## src/rtl/fifo_rd_ptr_ctrl_pkg.sv

```systemverilog
// rtl/fifo_rd_ptr_ctrl_pkg.sv - default constants and gray/binary helpers for the read-pointer controller
package fifo_rd_ptr_ctrl_pkg;

    localparam int FIFO_ADDR_W_DEF      = 3;
    localparam int FIFO_SYNC_STAGES_DEF = 2;
    localparam int FIFO_AE_THRESH_DEF   = 1;

    function automatic logic [31:0] width_mask(input int unsigned w);
        return (w >= 32) ? '1 : ((32'd1 << w) - 32'd1);
    endfunction

    function automatic logic [31:0] bin2gray(input logic [31:0] b, input int unsigned w);
        return (b ^ (b >> 1)) & width_mask(w);
    endfunction

    // Prefix XOR from the MSB down; bits above w are masked so they cannot leak in.
    function automatic logic [31:0] gray2bin(input logic [31:0] g, input int unsigned w);
        logic [31:0] g_m;
        logic [31:0] b;
        g_m   = g & width_mask(w);
        b     = '0;
        b[31] = g_m[31];
        for (int i = 30; i >= 0; i--) begin
            b[i] = b[i+1] ^ g_m[i];
        end
        return b;
    endfunction

endpackage

```

## src/rtl/fifo_rd_ptr_ctrl_if.sv

```systemverilog
// rtl/fifo_rd_ptr_ctrl_if.sv - read-side FIFO pointer bus; underflow ports exist only with FIFO_UNDERFLOW_ERR_EN
interface fifo_rd_ptr_ctrl_if
    import fifo_rd_ptr_ctrl_pkg::*;
#(
    parameter int ADDR_W = FIFO_ADDR_W_DEF
);
    logic [ADDR_W:0]   w_ptr_gray;
    logic              rd_en;
    logic [ADDR_W-1:0] rd_addr;
    logic [ADDR_W:0]   rd_ptr_gray;
    logic              empty;
    logic              almost_empty;
    logic [ADDR_W:0]   level;
`ifdef FIFO_UNDERFLOW_ERR_EN
    logic              underflow_err;
    logic              underflow_clr;
`endif

    modport master (
        output w_ptr_gray, rd_en,
`ifdef FIFO_UNDERFLOW_ERR_EN
        output underflow_clr,
        input  underflow_err,
`endif
        input  rd_addr, rd_ptr_gray, empty, almost_empty, level
    );

    modport slave (
        input  w_ptr_gray, rd_en,
`ifdef FIFO_UNDERFLOW_ERR_EN
        input  underflow_clr,
        output underflow_err,
`endif
        output rd_addr, rd_ptr_gray, empty, almost_empty, level
    );

endinterface

```

## src/rtl/fifo_rd_ptr_ctrl_sync_chain_n.sv

```systemverilog
// rtl/fifo_rd_ptr_ctrl_sync_chain_n.sv - N-stage flop synchroniser, reset to zero
module sync_chain_n #(
    parameter int WIDTH  = 4,
    parameter int STAGES = 2
) (
    input  logic             processor_clk,
    input  logic             reset,
    input  logic [WIDTH-1:0] d,
    output logic [WIDTH-1:0] q
);

    logic [WIDTH-1:0] stage_q [STAGES];

    always_ff @(posedge processor_clk or posedge reset) begin
        if (reset) begin
            for (int i = 0; i < STAGES; i++) begin
                stage_q[i] <= '0;
            end
        end else begin
            stage_q[0] <= d;
            for (int i = 1; i < STAGES; i++) begin
                stage_q[i] <= stage_q[i-1];
            end
        end
    end

    assign q = stage_q[STAGES-1];

endmodule

```

## src/rtl/fifo_rd_ptr_ctrl.sv

```systemverilog
// rtl/fifo_rd_ptr_ctrl.sv - async FIFO read pointer, synced write pointer, registered flags/level
// Optional sticky underflow flag is built only with FIFO_UNDERFLOW_ERR_EN defined.
module fifo_rd_ptr_ctrl
    import fifo_rd_ptr_ctrl_pkg::*;
#(
    parameter int ADDR_W      = FIFO_ADDR_W_DEF,
    parameter int SYNC_STAGES = FIFO_SYNC_STAGES_DEF,
    parameter int AE_THRESH   = FIFO_AE_THRESH_DEF
) (
    input  logic             processor_clk,
    input  logic             reset,
    fifo_rd_ptr_ctrl_if.slave bus
);

    localparam int PW    = ADDR_W + 1;
    localparam int DEPTH = 1 << ADDR_W;
    localparam logic [PW-1:0] AE_T = PW'(AE_THRESH);

    if (SYNC_STAGES < 2 || SYNC_STAGES > 4) begin : g_bad_sync
        $error("fifo_rd_ptr_ctrl: SYNC_STAGES must be 2..4");
    end
    if (AE_THRESH < 0 || AE_THRESH > DEPTH - 1) begin : g_bad_ae
        $error("fifo_rd_ptr_ctrl: AE_THRESH must be 0..DEPTH-1");
    end

    logic [PW-1:0] w_sync;
    logic [PW-1:0] wptr_bin;
    logic [PW-1:0] rd_ptr_q, rd_ptr_d;
    logic [PW-1:0] rd_gray_q, rd_gray_d;
    logic [PW-1:0] level_q, level_d;
    logic          empty_q, ae_q;
    logic          rd_acc;

    sync_chain_n #(.WIDTH(PW), .STAGES(SYNC_STAGES)) u_wsync (
        .processor_clk (processor_clk),
        .reset         (reset),
        .d             (bus.w_ptr_gray),
        .q             (w_sync)
    );

    // Status is computed from the post-read pointer so a read and a write landing together both count.
    always_comb begin
        wptr_bin  = PW'(gray2bin(32'(w_sync), PW));
        rd_acc    = bus.rd_en & ~empty_q;
        rd_ptr_d  = rd_ptr_q + PW'(rd_acc);
        rd_gray_d = PW'(bin2gray(32'(rd_ptr_d), PW));
        level_d   = wptr_bin - rd_ptr_d;
    end

    always_ff @(posedge processor_clk or posedge reset) begin
        if (reset) begin
            rd_ptr_q  <= '0;
            rd_gray_q <= '0;
            level_q   <= '0;
            empty_q   <= 1'b1;
            ae_q      <= 1'b1;
        end else begin
            rd_ptr_q  <= rd_ptr_d;
            rd_gray_q <= rd_gray_d;
            level_q   <= level_d;
            empty_q   <= (rd_gray_d == w_sync);
            ae_q      <= (level_d <= AE_T);
        end
    end

    assign bus.rd_addr      = rd_ptr_q[ADDR_W-1:0];
    assign bus.rd_ptr_gray  = rd_gray_q;
    assign bus.level        = level_q;
    assign bus.empty        = empty_q;
    assign bus.almost_empty = ae_q;

`ifdef FIFO_UNDERFLOW_ERR_EN
    logic uf_q;

    // A new underflow in the same cycle as a clear keeps the flag set.
    always_ff @(posedge processor_clk or posedge reset) begin
        if (reset) begin
            uf_q <= 1'b0;
        end else begin
            uf_q <= (bus.rd_en & empty_q) | (uf_q & ~bus.underflow_clr);
        end
    end

    assign bus.underflow_err = uf_q;
`endif

endmodule

```

## src/flat_wrapper.sv

```systemverilog
// flat-port wrapper written by rule: the top's interface ports become plain ports
module fifo_rd_ptr_ctrl_flat import fifo_rd_ptr_ctrl_pkg::*;
#(
    parameter int ADDR_W      = FIFO_ADDR_W_DEF,
    parameter int SYNC_STAGES = FIFO_SYNC_STAGES_DEF,
    parameter int AE_THRESH   = FIFO_AE_THRESH_DEF
)
  (processor_clk, reset, bus_w_ptr_gray, bus_rd_en, bus_rd_addr, bus_rd_ptr_gray, bus_empty, bus_almost_empty, bus_level);
  fifo_rd_ptr_ctrl_if #(.ADDR_W(ADDR_W)) bus_i ();
  input  logic processor_clk;
  input  logic reset;
  input wire logic [$bits(bus_i.w_ptr_gray)-1:0] bus_w_ptr_gray;
  input wire logic [$bits(bus_i.rd_en)-1:0] bus_rd_en;
  output wire logic [$bits(bus_i.rd_addr)-1:0] bus_rd_addr;
  output wire logic [$bits(bus_i.rd_ptr_gray)-1:0] bus_rd_ptr_gray;
  output wire logic [$bits(bus_i.empty)-1:0] bus_empty;
  output wire logic [$bits(bus_i.almost_empty)-1:0] bus_almost_empty;
  output wire logic [$bits(bus_i.level)-1:0] bus_level;
  assign bus_i.w_ptr_gray = bus_w_ptr_gray;
  assign bus_i.rd_en = bus_rd_en;
  assign bus_rd_addr = bus_i.rd_addr;
  assign bus_rd_ptr_gray = bus_i.rd_ptr_gray;
  assign bus_empty = bus_i.empty;
  assign bus_almost_empty = bus_i.almost_empty;
  assign bus_level = bus_i.level;
  fifo_rd_ptr_ctrl #(.ADDR_W(ADDR_W), .SYNC_STAGES(SYNC_STAGES), .AE_THRESH(AE_THRESH)) u_core (.processor_clk(processor_clk), .reset(reset), .bus(bus_i));
endmodule
```

## config.mk

```make
export PLATFORM = sky130hd
export DESIGN_NAME = fifo_rd_ptr_ctrl_flat
export DESIGN_NICKNAME = d
export VERILOG_FILES = /design/src/rtl/fifo_rd_ptr_ctrl_pkg.sv /design/src/rtl/fifo_rd_ptr_ctrl_if.sv /design/src/rtl/fifo_rd_ptr_ctrl_sync_chain_n.sv /design/src/rtl/fifo_rd_ptr_ctrl.sv /design/src/flat_wrapper.sv
export SDC_FILE = /design/constraint.sdc
export NUM_CORES = 1
export LEC_CHECK = 0
export ABC_CLOCK_PERIOD_IN_PS = 2650
export CORE_UTILIZATION = 43
export DETAILED_ROUTE_END_ITERATION = 7
export GPL_ROUTABILITY_DRIVEN = 0
export GPL_TIMING_DRIVEN = 0
export PLACE_DENSITY = 0.74
export SKIP_LAST_GASP = 1
export SLEW_MARGIN = 15
export SYNTH_ARGS = -nofsm -noshare
export SYNTH_HDL_FRONTEND = slang
export SYNTH_SLANG_ARGS = --single-unit
```

## constraint.sdc

```tcl
create_clock -name processor_clk -period 2.65 [get_ports processor_clk]
set_input_delay 0.3975 -clock processor_clk [delete_from_list [all_inputs] [get_ports processor_clk]]
set_output_delay 0.3975 -clock processor_clk [all_outputs]
set_load 0.01 [all_outputs]
```

==> results.py <==
metrics = {
    "run_status": {
        "status": "completed",
    },
    "cells_and_area": {
        "num-nets-final": 97,
        "diodes": 0,
        "mostFrequentLayoutCells": "19 x clkdlybuf4s50_1, 19 x dfrtp_1, 8 x xor2_1",
        "final_util": 0.592,
        "area_delta_synth_final_pct": 30.4,
        "final.fill_count": 175,
        "multi_input_area_um2": 338,
        "drive_gt1_frac": 0.143,
        "regArea_um2": 528,
    },
    "clocking": {
        "numCtsBuffers": 3,
        "h-tree-depth": 1,
        "cts-root-buf": "clkbuf_4",
        "cts.sinks": 21,
        "cts_tree": "yes",
        "ctsHoldBuffers": 0,
        "cts_buffer_depth": 2,
        "clkTransAtPathRegs_ps": 110,
        "clk_latency_ps": 290,
    },
    "hold_path": {
        "hold-path-endpoint": "u_core.u_wsync.q[0]",
        "hp-class": "reg2reg",
        "worstHoldPathCells": 0,
        "worstHoldStart": "u_core.u_wsync.stage_q[4]",
    },
    "pwr": {
        "max-vdd-ir-drop_mv": 0.505,
        "power.density_nw_per_um2": 1260,
        "leakage_nw": 0.508,
        "total_power_w": 0.00145,
    },
    "yosys": {
        "synth_nets": 72,
        "synthAdderAreaFrac": 0.0709,
        "synthXorXnorAreaFrac": 0.191,
        "seq_area_frac_synth": 0.599,
        "ys_types": 19,
        "syn_area_per_cell_um2": 14.7,
        "synth_seq_cells": 21,
        "synthMuxAreaShare": 0,
        "synth_compound_area_frac": 0.0553,
        "synth-simple-area-share": 0.0539,
        "ys.warnings.count": 0,
        "synth_top_family_by_area": "XOR/XNOR gates",
        "synthCells": 60,
        "syn-cell-area_um2": 882,
    },
    "critical_path": {
        "rr_worst_depth": 10,
        "critPathLaunch": "bus_rd_en",
        "crit_path_max_fanout": 3,
        "critPathArrivalTime_ps": 2790,
        "worst_ep_required_time_ps": 2880,
        "worstSetupPathType": "in2reg",
        "start_kind": "input pin",
        "reg2reg_from": "u_core.bus.empty",
        "r2r_end": "u_core.bus.almost_empty",
        "rrSetupSlack_ps": 230,
        "end_kind": "flip-flop",
    },
    "detailed_routing": {
        "drtIter0Drc": 0,
        "vias_per_cell": 4.58,
        "via_count": 508,
        "drc": 0,
        "drtPass1Iterations": 1,
        "wire_per_inst_um": 11.2,
        "drtAntennaViolNets": 0,
        "finalWirelength_um": 1240,
    },
    "timing": {
        "maxSlewViolCount": 0,
        "slew_headroom": 0.493,
        "setup-violations-final": 0,
        "finalCritPeriodShare": 0.963,
        "hold_viol": 0,
        "fmax_mhz": 392,
        "min_period_ps": 2550,
        "tightest_slew_ps": 760,
        "fin_skew_ps": 1.17,
    },
    "grt": {
        "grt_pass1_vias": 474,
        "grt_antenna_before_repair": 0,
        "grt_pass1_wl_um": 1900,
        "grt-ovfl-total": 0,
        "track_usage": 0.130,
        "grt_max_degree": 22,
    },
    "floorplanning": {
        "die_x_um": 47.3,
        "pin_count": 20,
        "dieArea_um2": 2240,
        "die_y_um": 47.3,
        "num_rows": 16,
        "initial_core_util": 0.454,
        "core-area_um2": 1940,
    },
    "flow_run": {
        "max-cap-violations": 0,
    },
    "placed_design": {
        "dp_hpwl_um": 891,
        "io_buffers": 19,
    },
}
-- routing by layer --
layer	GRT usage	vias up	wire [um]
met4	0.103	0	11
met2	0.205	14	630
met5	0	-	0
met1	0.148	248	543
li1	-	244	-
met3	0.0346	2	54
-- metrics by stage --
stage / instances / instance area, um2 / hold WS (ps) / setup WS (ps) / setup TNS [ps]
after floorplan: 60 / 882 / 331 / 144 / 0
after global placement: 106 / 1110 / 332 / -379 / -731
after detailed placement: 106 / 1110 / 341 / -423 / -815
after CTS: 111 / 1150 / 367 / 101 / 0
after global routing: 111 / 1150 / 373 / -27.8 / -27.8
final: 111 / 1150 / 362 / 97.6 / 0
-- state kept, by name, summed over array words and instances (netlist names) --
name                     flops
u_core.u_wsync.stage_q       4
u_core.bus.rd_ptr_gray       4
u_core.bus.level             4
u_core.rd_ptr_q              3
u_core.bus.empty             1
u_core.bus.almost_empty      1
u_core.u_wsync.q             4
-- repair_timing --
item	CTS	global route
endpoints found under the setup margin	2	1
setup buffers	1	0
resized for setup	1	1
pin swaps	1	0
-- worst max-delay path, cell delays in order --
cell             delay, ps
clkdlybuf4s50_1        450
nor2b_1                130
ha_1                   220
ha_2                   240
xor2_2                 200
inv_1                   60
ha_1                   280
or3b_2                 470
o311ai_4               100
xnor2_1                190
nor3_2                  50
-- power breakdown --
group	internal [W]	total [W]	switching [W]	leakage, nW
clock	0.0000586	0.000147	0.0000886	0.0150
combinational	0.000440	0.000814	0.000374	0.250
sequential	0.000436	0.000490	0.0000533	0.242
total	0.000935	0.00145	0.000515	0.508
-- cell type report --
| type | instances | area share |
|---|---|---|
| sequential | 21 | 0.459 |
| multi-input combinational | 32 | 0.294 |
| timing repair buffer | 20 | 0.172 |
| tap | 27 | 0.0294 |
| clock buffer | 4 | 0.0229 |
| inverter | 6 | 0.0196 |
| buffer | 1 | 0.00326 |
-- how the worst max path moves through the flow --
stage                              end  slack, ps  depth (start not counted)
2_1_floorplan  u_core.bus.almost_empty        140                         10
3_3_place_gp   u_core.bus.almost_empty       -380                         11
3_5_place_dp   u_core.bus.almost_empty       -420                         11
4_1_cts        u_core.bus.almost_empty        100                         11
5_1_grt        u_core.bus.almost_empty        -30                         11
6_report       u_core.bus.almost_empty        100                         11
-- Yosys cell counts, drive strengths merged --
master	number	area (um2)
clkbuf	1	3.75
dfrtp	19	475
and2	1	6.26
nor3	1	10.0
xnor2	5	43.8
a211oi	1	7.51
or3	1	6.26
o311ai	1	26.3
xnor3	2	46.3
nor2b	1	6.26
or3b	1	8.76
dfstp	2	52.6
xor2	9	78.8
ha	5	62.6
a21boi	1	7.51
inv	6	22.5
o21bai	1	7.51
nand3	2	10.0
-- cell families after synthesis --
logic type	count (synthesis)
flip-flops	21
XOR/XNOR	16
buffers and inverters	7
AND/OR/NAND/NOR	7
adder cells (fa/ha/maj)	5
AO/OA/AOI/OAI	4
No activity file was read; power rests on OpenSTA's default activity.
